### src/rtl/light_package.sv
// Shared types for the traffic light controller and its sensor front end.
package light_package;

  typedef enum logic [1:0] {
    red,
    yellow,
    green
  } colors;

  typedef enum logic [1:0] {
    IDLE,
    ARMING,
    PRESENT,
    GAP
  } lane_state_t;

  localparam int NUM_LANES = 5;

endpackage

### src/rtl/tlc_sensor_lane.sv
// One detector lane: 2-flop synchronizer, debounce/gap FSM, optional request latch.
// Define SENSOR_REQ_LATCH_EN to hold a debounced request until the lane's light shows green.
module tlc_sensor_lane
  import light_package::*;
#(
  parameter int DEBOUNCE   = 3,
  parameter int GAP_CYCLES = 4
) (
  input  logic  clk,
  input  logic  reset,
  input  logic  raw,
  input  colors light,
  output logic  sensor
);

  localparam int CNT_MAX = (DEBOUNCE > GAP_CYCLES) ? DEBOUNCE : GAP_CYCLES;
  localparam int CW      = $clog2(CNT_MAX + 1);

  logic          sync_meta;
  logic          raw_sync;
  lane_state_t   state_q, state_d;
  logic [CW-1:0] cnt_q, cnt_d;
  logic          det;

  // NOTE: sequential state uses non-blocking assignments so every flop samples pre-edge values.
  always_ff @(posedge clk) begin
    if (reset) begin
      sync_meta <= 1'b0;
      raw_sync  <= 1'b0;
      state_q   <= IDLE;
      cnt_q     <= '0;
    end else begin
      sync_meta <= raw;
      raw_sync  <= sync_meta;
      state_q   <= state_d;
      cnt_q     <= cnt_d;
    end
  end

  // NOTE: defaults first so no path through this block leaves a target unassigned (no latches).
  always_comb begin
    state_d = state_q;
    cnt_d   = cnt_q;
    unique case (state_q)
      IDLE: begin
        cnt_d = '0;
        if (raw_sync) begin
          if (DEBOUNCE == 1) begin
            state_d = PRESENT;
          end else begin
            state_d = ARMING;
            cnt_d   = CW'(1);
          end
        end
      end
      ARMING: begin
        if (!raw_sync) begin
          state_d = IDLE;
          cnt_d   = '0;
        end else if (cnt_q == CW'(DEBOUNCE - 1)) begin
          state_d = PRESENT;
        end else begin
          cnt_d = cnt_q + CW'(1);
        end
      end
      PRESENT: begin
        if (!raw_sync) begin
          if (GAP_CYCLES == 0) begin
            state_d = IDLE;
            cnt_d   = '0;
          end else begin
            state_d = GAP;
            cnt_d   = CW'(1);
          end
        end
      end
      GAP: begin
        if (raw_sync) begin
          state_d = PRESENT;
        end else if (cnt_q == CW'(GAP_CYCLES)) begin
          state_d = IDLE;
          cnt_d   = '0;
        end else begin
          cnt_d = cnt_q + CW'(1);
        end
      end
      default: begin
        state_d = IDLE;
        cnt_d   = '0;
      end
    endcase
  end

  assign det = (state_q == PRESENT) || (state_q == GAP);

`ifdef SENSOR_REQ_LATCH_EN
  logic req_q;
  logic req_set;

  // A fresh debounce wins over a simultaneous green so the new car is not lost.
  assign req_set = (state_d == PRESENT) && ((state_q == IDLE) || (state_q == ARMING));

  always_ff @(posedge clk) begin
    if (reset) begin
      req_q <= 1'b0;
    end else if (req_set) begin
      req_q <= 1'b1;
    end else if (light == green) begin
      req_q <= 1'b0;
    end
  end

  assign sensor = det | req_q;
`else
  logic unused_light;
  assign unused_light = ^light;
  assign sensor       = det;
`endif

endmodule

### src/rtl/tlc_sensor_conditioner.sv
// Conditions the five raw loop detectors into request inputs for traffic_light_controller.
// Define SENSOR_REQ_LATCH_EN to latch each request until its light has shown green.
module tlc_sensor_conditioner
  import light_package::*;
#(
  parameter int DEBOUNCE   = 3,
  parameter int GAP_CYCLES = 4
) (
  input  logic  clk,
  input  logic  reset,
  input  logic  e_str_raw,
  input  logic  w_str_raw,
  input  logic  e_left_raw,
  input  logic  w_left_raw,
  input  logic  ns_raw,
  input  colors e_str_light,
  input  colors w_str_light,
  input  colors e_left_light,
  input  colors w_left_light,
  input  colors ns_light,
  output logic  e_str_sensor,
  output logic  w_str_sensor,
  output logic  e_left_sensor,
  output logic  w_left_sensor,
  output logic  ns_sensor
);

  logic [NUM_LANES-1:0] raw_vec;
  logic [NUM_LANES-1:0] sensor_vec;
  colors                light_vec [NUM_LANES];

  // Lane order: 4=e_str, 3=w_str, 2=e_left, 1=w_left, 0=ns.
  assign raw_vec = {e_str_raw, w_str_raw, e_left_raw, w_left_raw, ns_raw};

  assign light_vec[4] = e_str_light;
  assign light_vec[3] = w_str_light;
  assign light_vec[2] = e_left_light;
  assign light_vec[1] = w_left_light;
  assign light_vec[0] = ns_light;

  for (genvar i = 0; i < NUM_LANES; i++) begin : g_lane
    tlc_sensor_lane #(
      .DEBOUNCE  (DEBOUNCE),
      .GAP_CYCLES(GAP_CYCLES)
    ) u_lane (
      .clk   (clk),
      .reset (reset),
      .raw   (raw_vec[i]),
      .light (light_vec[i]),
      .sensor(sensor_vec[i])
    );
  end

  assign {e_str_sensor, w_str_sensor, e_left_sensor, w_left_sensor, ns_sensor} = sensor_vec;

endmodule

### config.mk
export PLATFORM = sky130hd
export DESIGN_NAME = tlc_sensor_conditioner
export DESIGN_NICKNAME = d
export VERILOG_FILES = /design/src/rtl/light_package.sv /design/src/rtl/tlc_sensor_lane.sv /design/src/rtl/tlc_sensor_conditioner.sv
export SDC_FILE = /design/constraint.sdc
export NUM_CORES = 1
export LEC_CHECK = 0
export ABC_CLOCK_PERIOD_IN_PS = 2700
export BUFFER_PORTS_ARGS = -buffer_cell sky130_fd_sc_hd__buf_4
export CORE_ASPECT_RATIO = 0.6
export CORE_MARGIN = 2
export CORE_UTILIZATION = 55
export CTS_CLUSTER_SIZE = 12
export DETAILED_ROUTE_END_ITERATION = 7
export GPL_ROUTABILITY_DRIVEN = 0
export GPL_TIMING_DRIVEN = 0
export PLACE_DENSITY = 0.76
export SYNTH_ARGS = -nofsm -noshare
export SYNTH_HDL_FRONTEND = slang
export SYNTH_HIERARCHICAL = 1
export SYNTH_SLANG_ARGS = --single-unit
### constraint.sdc
create_clock -name clk -period 2.7 [get_ports clk]
set_clock_uncertainty 0.2 [all_clocks]
set_input_delay 0.54 -clock clk [delete_from_list [all_inputs] [get_ports clk]]
set_output_delay 0.54 -clock clk [all_outputs]
set_load 0.01 [all_outputs]
* Yosys cells after proc, flatten, opt, wreduce, memory -nomap -nowiden
Cells that the tools add are included.
** Storage, ports and cells
- Bits of input ports :: 17
- Logic and storage cells :: 170
- Register bits after elaboration :: 35
** Cells by class
- Add/sub/neg operators :: 5
- Multiplexer cells :: 70
- Eq/ne operators :: 55
- Reduce and logical (&&, ||, !) cells :: 20
** Operator list (count)
- 3-bit 2-to-1 mux :: 25
- 2-bit 2-to-1 mux :: 30
- 3-bit case mux with 4 select lines :: 5
- 2-bit case mux with 4 select lines :: 5
- 3-bit != test, second input constant :: 10
- 2-bit == test, second input constant :: 10
- 2-bit != test, second input constant :: 10
- 4-bit AND reduction :: 5
- 3-bit by 1-bit adder with 3-bit output, second input constant :: 5
- 3-bit by 2-bit == test with 1-bit output, second input constant :: 5
- 3-bit == test, second input constant :: 5
- 3-bit by 1-bit != test with 1-bit output, second input constant :: 5
- 3-bit AND reduction :: 5
- 2-bit by 1-bit == test with 1-bit output, second input constant :: 5
- 2-bit logical NOT :: 5
- 2-bit by 1-bit != test with 1-bit output, second input constant :: 5
- 1-bit logical OR :: 5
- 1-bit 2-to-1 mux :: 5

* Depth between registers and ports, before layout
Gate-level depths: netlist (run 1).
- Word-level depth :: 4
- Gate-level depth with buffers :: 6
- Mapped depth without buffers :: 6

* Modules after synthesis
Netlist (run 1), hierarchy kept.
** By module, submodules not included
- tlc_sensor_lane (g_lane[1].u_lane ...) :: instances 2, sequential area each 140.1 um^2, area an instance 376.6 um^2, cells an instance 44
- tlc_sensor_lane (g_lane[3].u_lane ...) :: instances 2, sequential area each 140.1 um^2, area an instance 361.6 um^2, cells an instance 41
- tlc_sensor_lane (g_lane[0].u_lane) :: instances 1, sequential area each 140.1 um^2, area an instance 352.8 um^2, cells an instance 40

* Least setup slack after synthesis (run 1)
OpenSTA, ideal clock, no wires.
- Kind :: register to register
- Start :: register g_lane[0].u_lane.cnt_q[0]
- End :: register g_lane[0].u_lane.cnt_q[2]
- Period minus slack after synthesis :: 1.841 ns
- Stages on the path, launching flop included :: 7
- Arrival :: 1.571 ns
- Library setup time :: 0.070 ns
- Path buffers :: 0
- Slack :: 0.859 ns
- Cells stage by stage :: dfxtp_1 inv_1 ha_1 and3b_1 o21a_1 or4b_1 a21oi_1
** On the way
- Word-level cells in the longest chain between the ends :: 4
- Elaborated cells on any way between the ends :: 10
- Classes of those cells :: 1 x add/sub; 3 x eq/ne; 5 x mux; 1 x reduce/logical
** Ends and longest elaborated chain
- start: declaration :: RTL line tlc_sensor_lane.sv:22 : logic [CW-1:0] cnt_q, cnt_d;
- start signal: assignment :: RTL line tlc_sensor_lane.sv:36 : cnt_q <= cnt_d;
- 3-bit by 1-bit adder with 3-bit output or 3-bit == test (tied branches) :: RTL line tlc_sensor_lane.sv:63, tlc_sensor_lane.sv:84, tlc_sensor_lane.sv:80
- 3-bit 2-to-1 mux (on tied branches) :: RTL line tlc_sensor_lane.sv:80, tlc_sensor_lane.sv:60
- 3-bit 2-to-1 mux (on tied branches) :: RTL line tlc_sensor_lane.sv:78, tlc_sensor_lane.sv:57
- 3-bit case mux with 4 select lines :: RTL line tlc_sensor_lane.sv:44 : unique case (state_q)
Parallel ways exist; a longest one is shown, timed or not. The select of a mux whose other input is x is not followed.
A chain may end at the register's enable or synchronous reset.

* Worst setup path in the final report (run 1)
Same ends and word-level chain as after synthesis.

==> impl_metrics.yaml, run 1 <==
outcome:
  status: "finished, final reports clean"
clock_tree:
  post_cts.resized_instances: 0
  cts-hold-fix-buffers: 0
  path_clk_slew_ps: 70
  clock-sinks: 35
  max-clock-path-buffers: 2
  clock_tree.htree_level_count: 2
  post_cts.repair.setup_buffers: 0
  cts_tree: "yes"
  clock_tree.root_cell: "sky130_fd_sc_hd__clkbuf_8"
  cts_made_buffers: 5
  clock_insertion_delay_worst_skew_ps: 290
logic_synthesis:
  postSynthCellCount: 210
  post_synthesis_instance_area_mm2: 0.00183
  yosys_warnings: 6
  ys_ff_latch: 35
  synth-seq-area-share_pct: 38.3
  syn-num-nets: 242
  synth_cell_types: 33
  post_synth.cell_area_avg_um2: 8.71
min_path:
  hold_class: "flop to flop"
  holdCritStartpoint: "g_lane[4].u_lane/sync_meta"
  hold_end: "g_lane[4].u_lane/raw_sync"
  min_path_cells: 1
drt:
  postRouteAntennaNets: 0
  detail_route.first_pass.iterations: 4
  drt_iter0_drc: 99
  drc: 0
  via_count: 1495
  finalWirelength_um: 3410
  route.detailed.vias_per_inst: 5.46
  route.detailed.wl_per_inst_um: 12.4
run:
  max_cap_violations: 0
critical_path:
  critical_path.slowest_cell: "sky130_fd_sc_hd__or4b_1"
  setup.worst_path.end_class: "flop"
  worst_r2r_src: "g_lane[0].u_lane/cnt_q[0]"
  timing.reg2reg.setup_slack_ps: 710
  worstPathMaxFanout: 4
  crit_required_ps: 2720
  path_cells: "inv_1 -> ha_1 -> and3b_1 -> o21a_1 -> or4b_1 -> a21oi_1"
  path_buf_inv: 1
  data_arrival_time_of_the_worst_path_ps: 2010
  timing.rr.end: "g_lane[0].u_lane/cnt_q[2]"
  critPathLaunchType: "flop"
  reg2regPathDepth: 6
  criticalPathCategory: "flop to flop"
  worst_path_dominant_cell_family: "simple AND/OR/NAND/NOR gates"
  slowest_delay_ps: 500
grt:
  grt_start_max_net_pins: 36
  grt_first_pass_wirelength_um: 6030
  grt_use_total_pct: 19.9
  groute.layer.met1.usage_pct: 28.4
  global_route.usage.met2_pct: 28.0
  global_route_overflow: 0
  grt_util_met3_pct: 5.97
  first_global_vias: 1371
  grt_busiest_layer: "met1"
  grt_antenna_before_repair: 0
place:
  hpwlAfterDp_um: 2230
  io_buffer_count: 11
  post-place-cells: 266
  place_area_mm2: 0.00197
die:
  floorplan.core_area_mm2: 0.00322
  total_die_area_mm2: 0.00382
  floorplan.io_pins: 22
  initial_standard_cell_utilization_of_the_core_pct: 56.8
  die_x_um: 78.5
  std_cell_rows: 16
  floorplan.die.height_um: 48.7
sta:
  timing.final.max_slew_violations: 0
  final-hold-violation-count: 0
  rsz0062_at_grt: "no"
  finalSetupTns_ps: 0
  period_minus_slack_ps: 1990
  hold-worst-slack_ps: 236
  worst_pin_slew_ps: 404
  fmaxAchievable_mhz: 503
  setup-violations-final: 0
  timing.max_slew.rel_slack_pct: 72.7
  finalCritPeriodShare_pct: 73.6
power_and_ir_drop:
  power_leakage_nw: 0.741
  vdd_drop_max_mv: 0.330
  power_density_relative_to_cell_area_mw_per_mm2: 485
layout:
  fillCellCount: 266
  antennaDiodeCount: 0
  fin_nets: 260
  layout.cell_area.non_filler_mm2: 0.00207
  post_layout_nonfiller_instances: 274
  final_layout_size_suffix_gt1_share_pct: 14.8
  flow.area_growth_from_synthesis_pct: 13.1
-- layout make-up --
class / count / area, um^2 / share of cell area [%]
well taps: 45 / 56.3 / 2.72
repair buffers: 11 / 82.6 / 3.99
clock buffers: 8 / 100 / 4.84
flip-flops and latches: 35 / 701 / 33.9
inverters: 12 / 45.0 / 2.18
multi-input cells: 155 / 1050 / 50.8
plain buffers: 8 / 32.5 / 1.57
-- placed cells by master, fill, tap and decap left out, drive strengths merged, types with 4 or more instances in the layout --
cell type  netlist  routed
nor2b           16      16
nand2           17      17
nor3             5       5
a31oi            4       4
a21oi           23      23
nand3            6       6
ha              15      15
inv             12      12
a211oi           5       5
or4b             5       5
o21ai           23      23
clkbuf           6      14
buf              2      13
dfxtp           35      35
-- worst max path at each step --
| stage | from | end | slack (ps) | depth (start not counted) |
|---|---|---|---|---|
| global placement | g_lane[0].u_lane/cnt_q[0] | g_lane[0].u_lane/cnt_q[2] | 760 | 6 |
| detailed placement | g_lane[0].u_lane/cnt_q[0] | g_lane[0].u_lane/cnt_q[2] | 760 | 6 |
| global route | g_lane[0].u_lane/cnt_q[0] | g_lane[0].u_lane/cnt_q[2] | 600 | 6 |
| floorplan | g_lane[0].u_lane/cnt_q[0] | g_lane[0].u_lane/cnt_q[2] | 860 | 6 |
| CTS | g_lane[0].u_lane/cnt_q[0] | g_lane[0].u_lane/cnt_q[2] | 720 | 6 |
| finish | g_lane[0].u_lane/cnt_q[0] | g_lane[0].u_lane/cnt_q[2] | 710 | 6 |
-- synth_stat cells (all sizes together) --
cell type | n | share of area [%]
a211oi | 5 | 2.1
a21bo | 2 | 1.1
a21oi | 23 | 6.3
a221oi | 2 | 1.6
a22oi | 2 | 0.82
a31oi | 4 | 1.4
and3 | 3 | 1.2
and3b | 3 | 1.4
buf | 2 | 0.55
clkbuf | 6 | 1.2
dfxtp | 35 | 38
ha | 15 | 10
inv | 12 | 2.5
mux2i | 1 | 0.55
nand2 | 17 | 3.5
nand2b | 2 | 0.96
nand3 | 6 | 1.6
nand3b | 2 | 0.82
nand4b | 2 | 0.96
nor2 | 3 | 0.62
nor2b | 16 | 5.5
nor3 | 5 | 1.4
nor3b | 3 | 1.2
o211ai | 1 | 0.41
o21a | 3 | 1.2
o21ai | 23 | 6.7
o41ai | 2 | 0.96
or2 | 2 | 0.68
or3b | 1 | 0.48
or4b | 5 | 2.7
xnor2 | 2 | 0.96
-- routing by layer --
layer	vias up	share of wire (%)
li1	787	-
met1	679	55
met2	27	40
met3	2	3.9
met4	0	0.56
met5	-	0
-- logic make-up (layout without fill, tap and decap cells) --
kind of cell | after synthesis | after routing | synth area share (%)
compound gates | 67 | 67 | 22.6
xor+xnor | 2 | 2 | 0.958
flops | 35 | 35 | 38.3
fa+ha+maj | 15 | 15 | 10.3
buf+inv | 20 | 39 | 4.24
mux | 1 | 1 | 0.547
simple gates | 70 | 70 | 23.1
-- power breakdown --
part           internal [mW]  switching [mW]
Clock                  0.233           0.183
Sequential             0.529          0.0137
Combinational         0.0222          0.0229
-- metrics by stage --
step | worst slack, ps | total power [mW] | util, %
4_1_cts | 725 | 1.01 | 64.2
3_5_place_dp | 755 | 0.599 | 61.1
3_3_place_gp | 763 | 0.598 | 61.1
5_1_grt | 603 | 1.04 | 64.2
6_report | 712 | 1.00 | 64.2
2_1_floorplan | 859 | 0.577 | -
No activity file was read; power rests on OpenSTA's default activity.
==> run 2: changes to the inputs <==
--- a/config.mk
+++ b/config.mk
@@ -5,16 +5,16 @@
 export SDC_FILE = /design/constraint.sdc
 export NUM_CORES = 1
 export LEC_CHECK = 0
-export ABC_CLOCK_PERIOD_IN_PS = 2700
+export ABC_CLOCK_PERIOD_IN_PS = 1600
 export BUFFER_PORTS_ARGS = -buffer_cell sky130_fd_sc_hd__buf_4
 export CORE_ASPECT_RATIO = 0.6
 export CORE_MARGIN = 2
-export CORE_UTILIZATION = 55
+export CORE_UTILIZATION = 51
 export CTS_CLUSTER_SIZE = 12
 export DETAILED_ROUTE_END_ITERATION = 7
 export GPL_ROUTABILITY_DRIVEN = 0
 export GPL_TIMING_DRIVEN = 0
-export PLACE_DENSITY = 0.76
+export PLACE_DENSITY = 0.74
 export SYNTH_ARGS = -nofsm -noshare
 export SYNTH_HDL_FRONTEND = slang
 export SYNTH_HIERARCHICAL = 1
==> constraint.sdc (replaced) <==
create_clock -name clk -period 1.6 [get_ports clk]
set_clock_uncertainty 0.2 [all_clocks]
set_input_delay 0.32 -clock clk [delete_from_list [all_inputs] [get_ports clk]]
set_output_delay 0.32 -clock clk [all_outputs]
set_load 0.01 [all_outputs]
==> run 2 against run 1 <==
Net effect:
- the flow now finishes with violations (negative setup slack)
- cell area rose by 13%
- wire length rose by 10%
- worst hold slack got worse by 190 ps
- register-to-register slack got worse by 920 ps
- power rose by 57%
- sequential share of layout area fell by 3.0 points
- sequential power rose by 68%
- clock-buffer cell count fell by 2
- die area rose by 7.3%
- critical path depth did not move
- non-clock buffer count rose by 13
- critical path type unchanged
==> impl_metrics.yaml, run 2 (synthesis results as in run 1) <==
run:
  max_cap_violations: 0
clock_tree:
  cts_tree: "yes"
  clock_tree.htree_level_count: 2
  clock-sinks: 35
  path_clk_slew_ps: 60
  clock_insertion_delay_worst_skew_ps: 280
  max-clock-path-buffers: 2
  clock_tree.root_cell: "sky130_fd_sc_hd__clkbuf_8"
  cts_made_buffers: 5
die:
  std_cell_rows: 16
  total_die_area_mm2: 0.00410
  floorplan.io_pins: 22
  floorplan.core_area_mm2: 0.00334
  die_x_um: 81.3
  initial_standard_cell_utilization_of_the_core_pct: 54.7
  floorplan.die.height_um: 50.4
critical_path:
  worst_path_dominant_cell_family: "simple AND/OR/NAND/NOR gates"
  data_arrival_time_of_the_worst_path_ps: 1820
  worstPathMaxFanout: 2
  crit_required_ps: 1610
  critPathLaunchType: "flop"
  path_cells: "inv_2 -> ha_4 -> and3b_1 -> o21a_1 -> or4b_1 -> a21oi_1"
  criticalPathCategory: "flop to flop"
  slowest_delay_ps: 490
  critical_path.slowest_cell: "sky130_fd_sc_hd__or4b_1"
  path_buf_inv: 1
  setup.worst_path.end_class: "flop"
layout:
  antennaDiodeCount: 0
  layout.cells.most_common_list: "sky130_fd_sc_hd__buf_4, sky130_fd_sc_hd__dfxtp_1, sky130_fd_sc_hd__a21oi_1, sky130_fd_sc_hd__nand2_1, sky130_fd_sc_hd__nor2b_1"
  post_layout_nonfiller_instances: 285
  fin_nets: 273
  flow.area_growth_from_synthesis_pct: 27.4
  fillCellCount: 270
  final_layout_size_suffix_gt1_share_pct: 33.3
  layout.cells.most_common: "sky130_fd_sc_hd__buf_4"
  layout.core_utilization_pct: 69.7
sta:
  timing.max_slew.rel_slack_pct: 74.8
  final.setup.worst_slack_ps: -211
  worst_pin_slew_ps: 379
  rsz0062_at_grt: "yes"
  final-hold-violation-count: 0
  setup-violations-final: 6
  period_minus_slack_ps: 1810
  fmaxAchievable_mhz: 552
  finalCritPeriodShare_pct: 113
  timing.final.max_slew_violations: 0
power_and_ir_drop:
  power_leakage_nw: 0.816
  power_density_relative_to_cell_area_mw_per_mm2: 678
  vdd_drop_max_mv: 0.467
outcome:
  failed_checks: "negative setup slack"
  status: "finished with violations"
place:
  io_buffer_count: 11
  hpwlAfterDp_um: 2280
  post-place-cells: 266
drt:
  via_count: 1557
  route.detailed.wl_per_inst_um: 13.2
  route.detailed.vias_per_inst: 5.46
  drc: 0
  drt_iter0_drc: 79
  finalWirelength_um: 3750
  postRouteAntennaNets: 0
  detail_route.first_pass.iterations: 4
min_path:
  hold_class: "primary input to flop"
grt:
  global_route_overflow: 0
  grt_antenna_before_repair: 0
  first_global_vias: 1413
  grt_first_pass_wirelength_um: 6410
  grt_use_total_pct: 20.7
  grt_start_max_net_pins: 36
run 2: changes by cell type in the layout (fill, tap and decap cells not counted), moves of 3 or more:
cell                      change
sky130_fd_sc_hd__ha_1         -9
sky130_fd_sc_hd__dfxtp_2      +9
sky130_fd_sc_hd__and3_4       +3
sky130_fd_sc_hd__inv_2        +6
sky130_fd_sc_hd__inv_1        -6
sky130_fd_sc_hd__o21ai_4      +3
sky130_fd_sc_hd__buf_4       +15
sky130_fd_sc_hd__o21ai_0      -3
sky130_fd_sc_hd__ha_4         +7
sky130_fd_sc_hd__and3_2       -3
sky130_fd_sc_hd__dfxtp_1     -11
run 2: layer usage:
layer / track usage, % / vias up / routed length [um]
met2: 29.6 / 20 / 1610
met5: 0 / - / 0
met1: 29.3 / 718 / 1980
li1: - / 814 / -
met4: 7.63 / 0 / 41
met3: 5.94 / 5 / 125
run 2: path summary, 6_finish.rpt:
| path | end | cells after the start | start | slack, ps |
|---|---|---|---|---|
| min | g_lane[1].u_lane/sync_meta | 2 | w_left_raw | 40 |
| max reg2reg | g_lane[0].u_lane/cnt_q[2] | 6 | g_lane[0].u_lane/cnt_q[0] | -210 |
| min reg2reg | g_lane[1].u_lane/raw_sync | 1 | g_lane[1].u_lane/sync_meta | 240 |
| max | g_lane[0].u_lane/cnt_q[2] | 6 | g_lane[0].u_lane/cnt_q[0] | -210 |
run 2: timing repair:
| item | CTS | global route |
|---|---|---|
| gates resized for setup | 20 | 24 |
| hold buffers | 0 | 0 |
| pin swaps | 11 | 8 |
| cloned | 0 | 0 |
| buffers inserted | 11 | 4 |
| endpoints found under the setup margin | 15 | 19 |
run 2: area by class of cell:
type                       count  area [um^2]  share of cell area [%]
buffer                         7         33.8                    1.45
clock buffer                   6         72.6                    3.11
inverter                      12         45.0                    1.93
multi-input combinational    155         1210                    52.1
sequential                    35          719                    30.9
tap                           45         56.3                    2.42
timing repair buffer          25          188                    8.06
run 2: worst reg2reg max path: stages (launching register included):
cell	delay [ps]
sky130_fd_sc_hd__dfxtp_2	340
sky130_fd_sc_hd__inv_2	50
sky130_fd_sc_hd__ha_4	160
sky130_fd_sc_hd__and3b_1	190
sky130_fd_sc_hd__o21a_1	180
sky130_fd_sc_hd__or4b_1	490
sky130_fd_sc_hd__a21oi_1	130
run 2: through the flow:
step	setup slack, ps	hold slack [ps]	instance area (um^2)	TNS [ps]	power, mW
2_1_floorplan	-162	182	1860	-162	0.974
3_3_place_gp	-242	218	1990	-726	1.01
3_5_place_dp	-254	225	1990	-765	1.01
4_1_cts	-222	39.4	2230	-475	1.59
5_1_grt	-254	50.0	2330	-1130	1.66
6_report	-211	43.7	2330	-556	1.58
run 2: report_power, final:
part	total, mW	internal (mW)	leakage [nW]	switching (mW)
Sequential	0.914	0.891	0.291	0.0233
Combinational	0.0911	0.0457	0.488	0.0454
Clock	0.575	0.290	0.0371	0.285
==> run 3: changes to the inputs <==
--- a/config.mk
+++ b/config.mk
@@ -15,6 +15,7 @@
 export GPL_ROUTABILITY_DRIVEN = 0
 export GPL_TIMING_DRIVEN = 0
 export PLACE_DENSITY = 0.74
+export SETUP_SLACK_MARGIN = 0.15
 export SYNTH_ARGS = -nofsm -noshare
 export SYNTH_HDL_FRONTEND = slang
 export SYNTH_HIERARCHICAL = 1
==> run 3 against run 2 <==
Net effect:
- the flow still finishes with violations (negative setup slack)
- clock power grew 8.7%
- first-iteration DRC count increased by 44%
- power increased by 3.8%
- non-clock buffer count up 16
- register-to-register slack about the same
- wire length up 23%
- via count up 8.6%
- worst setup slack worse by 5.0 ps
- clock-buffer cell count rose by 1
- utilization is 6.9 points higher
- highest routed layer unchanged
==> impl_metrics.yaml, run 3 (synthesis results as in run 1) <==
outcome:
  status: "finished with violations"
  failed_checks: "negative setup slack"
drt:
  drc: 0
  finalWirelength_um: 4630
  drt_iter0_drc: 114
  detail_route.first_pass.iterations: 4
  postRouteAntennaNets: 0
  route.detailed.vias_per_inst: 5.58
  route.detailed.wl_per_inst_um: 15.3
  via_count: 1691
critical_path:
  data_arrival_time_of_the_worst_path_ps: 1840
  timing.rr.end: "g_lane[0].u_lane/cnt_q[2]"
  timing.reg2reg.setup_slack_ps: -220
  worst_r2r_src: "g_lane[0].u_lane/cnt_q[0]"
  worstPathMaxFanout: 2
  critPathLaunchType: "flop"
  crit_required_ps: 1630
  criticalPathCategory: "flop to flop"
  setup.worst_path.end_class: "flop"
  reg2regPathDepth: 6
layout:
  layout.cells.most_common: "sky130_fd_sc_hd__buf_4"
  multi_input_gate_area_mm2: 0.00127
  layout.cells.most_common_list: "sky130_fd_sc_hd__buf_4, sky130_fd_sc_hd__a21oi_1, sky130_fd_sc_hd__dfxtp_1, sky130_fd_sc_hd__nand2_1, sky130_fd_sc_hd__nor2b_1"
  final_layout_size_suffix_gt1_share_pct: 44.2
  flow.area_growth_from_synthesis_pct: 39.9
  fin_nets: 289
  antennaDiodeCount: 0
  fillCellCount: 214
  final-seq-area_um2: 739
min_path:
  hold_end: "g_lane[3].u_lane/sync_meta"
  min_path_cells: 2
  hold_class: "primary input to flop"
  holdCritStartpoint: "w_str_raw"
clock_tree:
  clock_insertion_delay_worst_skew_ps: 290
  cts-hold-fix-buffers: 0
  clock_tree.root_cell: "sky130_fd_sc_hd__clkbuf_8"
  max-clock-path-buffers: 2
  path_clk_slew_ps: 70
  clock_tree.htree_level_count: 2
  clock-sinks: 35
  cts_tree: "yes"
  cts_made_buffers: 5
sta:
  rsz0062_at_grt: "yes"
  timing.max_slew.rel_slack_pct: 73.4
  finalCritPeriodShare_pct: 113
  final.setup.worst_slack_ps: -216
  fmaxAchievable_mhz: 551
  hold-worst-slack_ps: 34.6
  setup-violations-final: 8
  final-hold-violation-count: 0
  timing.final.max_slew_violations: 0
  worst_pin_slew_ps: 399
  period_minus_slack_ps: 1820
power_and_ir_drop:
  vdd_drop_max_mv: 0.516
  power_leakage_nw: 0.935
  power_density_relative_to_cell_area_mw_per_mm2: 640
  totalPowerFinal_mw: 1.64
die:
  die_x_um: 81.3
  std_cell_rows: 16
  floorplan.io_pins: 22
  total_die_area_mm2: 0.00410
  initial_standard_cell_utilization_of_the_core_pct: 54.7
  floorplan.core_area_mm2: 0.00334
  floorplan.die.height_um: 50.4
grt:
  grt_util_met3_pct: 7.91
  grt_antenna_before_repair: 0
  global_route.usage.met2_pct: 40.0
  grt_busiest_layer: "met2"
  grt_first_pass_wirelength_um: 7850
  global_route_overflow: 0
  grt_use_total_pct: 25.0
  groute.layer.met1.usage_pct: 32.5
  grt_start_max_net_pins: 36
  first_global_vias: 1677
run:
  max_cap_violations: 0
place:
  io_buffer_count: 11
  hpwlAfterDp_um: 2670
run 3: power breakdown:
part / switching (mW) / internal, mW
registers: 0.0262 / 0.883
logic: 0.0523 / 0.0534
clock network: 0.320 / 0.305
run 3: how the worst max path moves through the flow:
stage                                end                 startpoint  depth (start not counted)
4_1_cts        g_lane[0].u_lane/cnt_q[2]  g_lane[0].u_lane/cnt_q[0]                          6
3_5_place_dp   g_lane[0].u_lane/cnt_q[2]  g_lane[0].u_lane/cnt_q[0]                          6
6_report       g_lane[0].u_lane/cnt_q[2]  g_lane[0].u_lane/cnt_q[0]                          6
2_1_floorplan  g_lane[0].u_lane/cnt_q[2]  g_lane[0].u_lane/cnt_q[0]                          6
3_3_place_gp   g_lane[0].u_lane/cnt_q[2]  g_lane[0].u_lane/cnt_q[0]                          6
5_1_grt        g_lane[0].u_lane/cnt_q[2]  g_lane[0].u_lane/cnt_q[0]                          6
run 3: cell type report:
class,instances,area share [%]
plain buffers,8,2.20
well taps,45,2.20
clock buffers,7,2.98
multi-input cells,155,49.5
inverters,12,2.15
repair buffers,40,11.9
flip-flops and latches,35,28.9
clock inverters,1,0.196
run 3: routing by layer:
layer | vias to the layer above | share of wire (%)
li1 | 845 | -
met1 | 813 | 47
met2 | 29 | 49
met3 | 4 | 3.1
met4 | 0 | 0.65
met5 | - | 0
run 3: worst max-delay path, cell delays in order, from the launching register on:
cell and delay [ps]:
sky130_fd_sc_hd__dfxtp_2 340, sky130_fd_sc_hd__inv_2 50, sky130_fd_sc_hd__ha_4 160, sky130_fd_sc_hd__and3b_1 190, sky130_fd_sc_hd__o21a_1 190, sky130_fd_sc_hd__or4b_1 500
sky130_fd_sc_hd__a21oi_1 120
run 3: metrics by stage:
stage / std cells / setup slack, ps / TNS, ps / instance area, um^2 / utilization [%]
floorplan: 210 / -162 / -183 / 1930 / -
global placement: 266 / -233 / -412 / 2070 / 61.8
detailed placement: 266 / -247 / -698 / 2070 / 61.8
CTS: 298 / -188 / -659 / 2470 / 74.0
global route: 303 / -268 / -1200 / 2560 / 76.6
finish: 303 / -216 / -820 / 2560 / 76.6
run 3: repair_timing:
item	4_1_cts	5_1_grt
pin swaps	25	8
setup endpoints to repair	22	24
buffers inserted	24	5
cloned	0	0
resized for setup	46	17
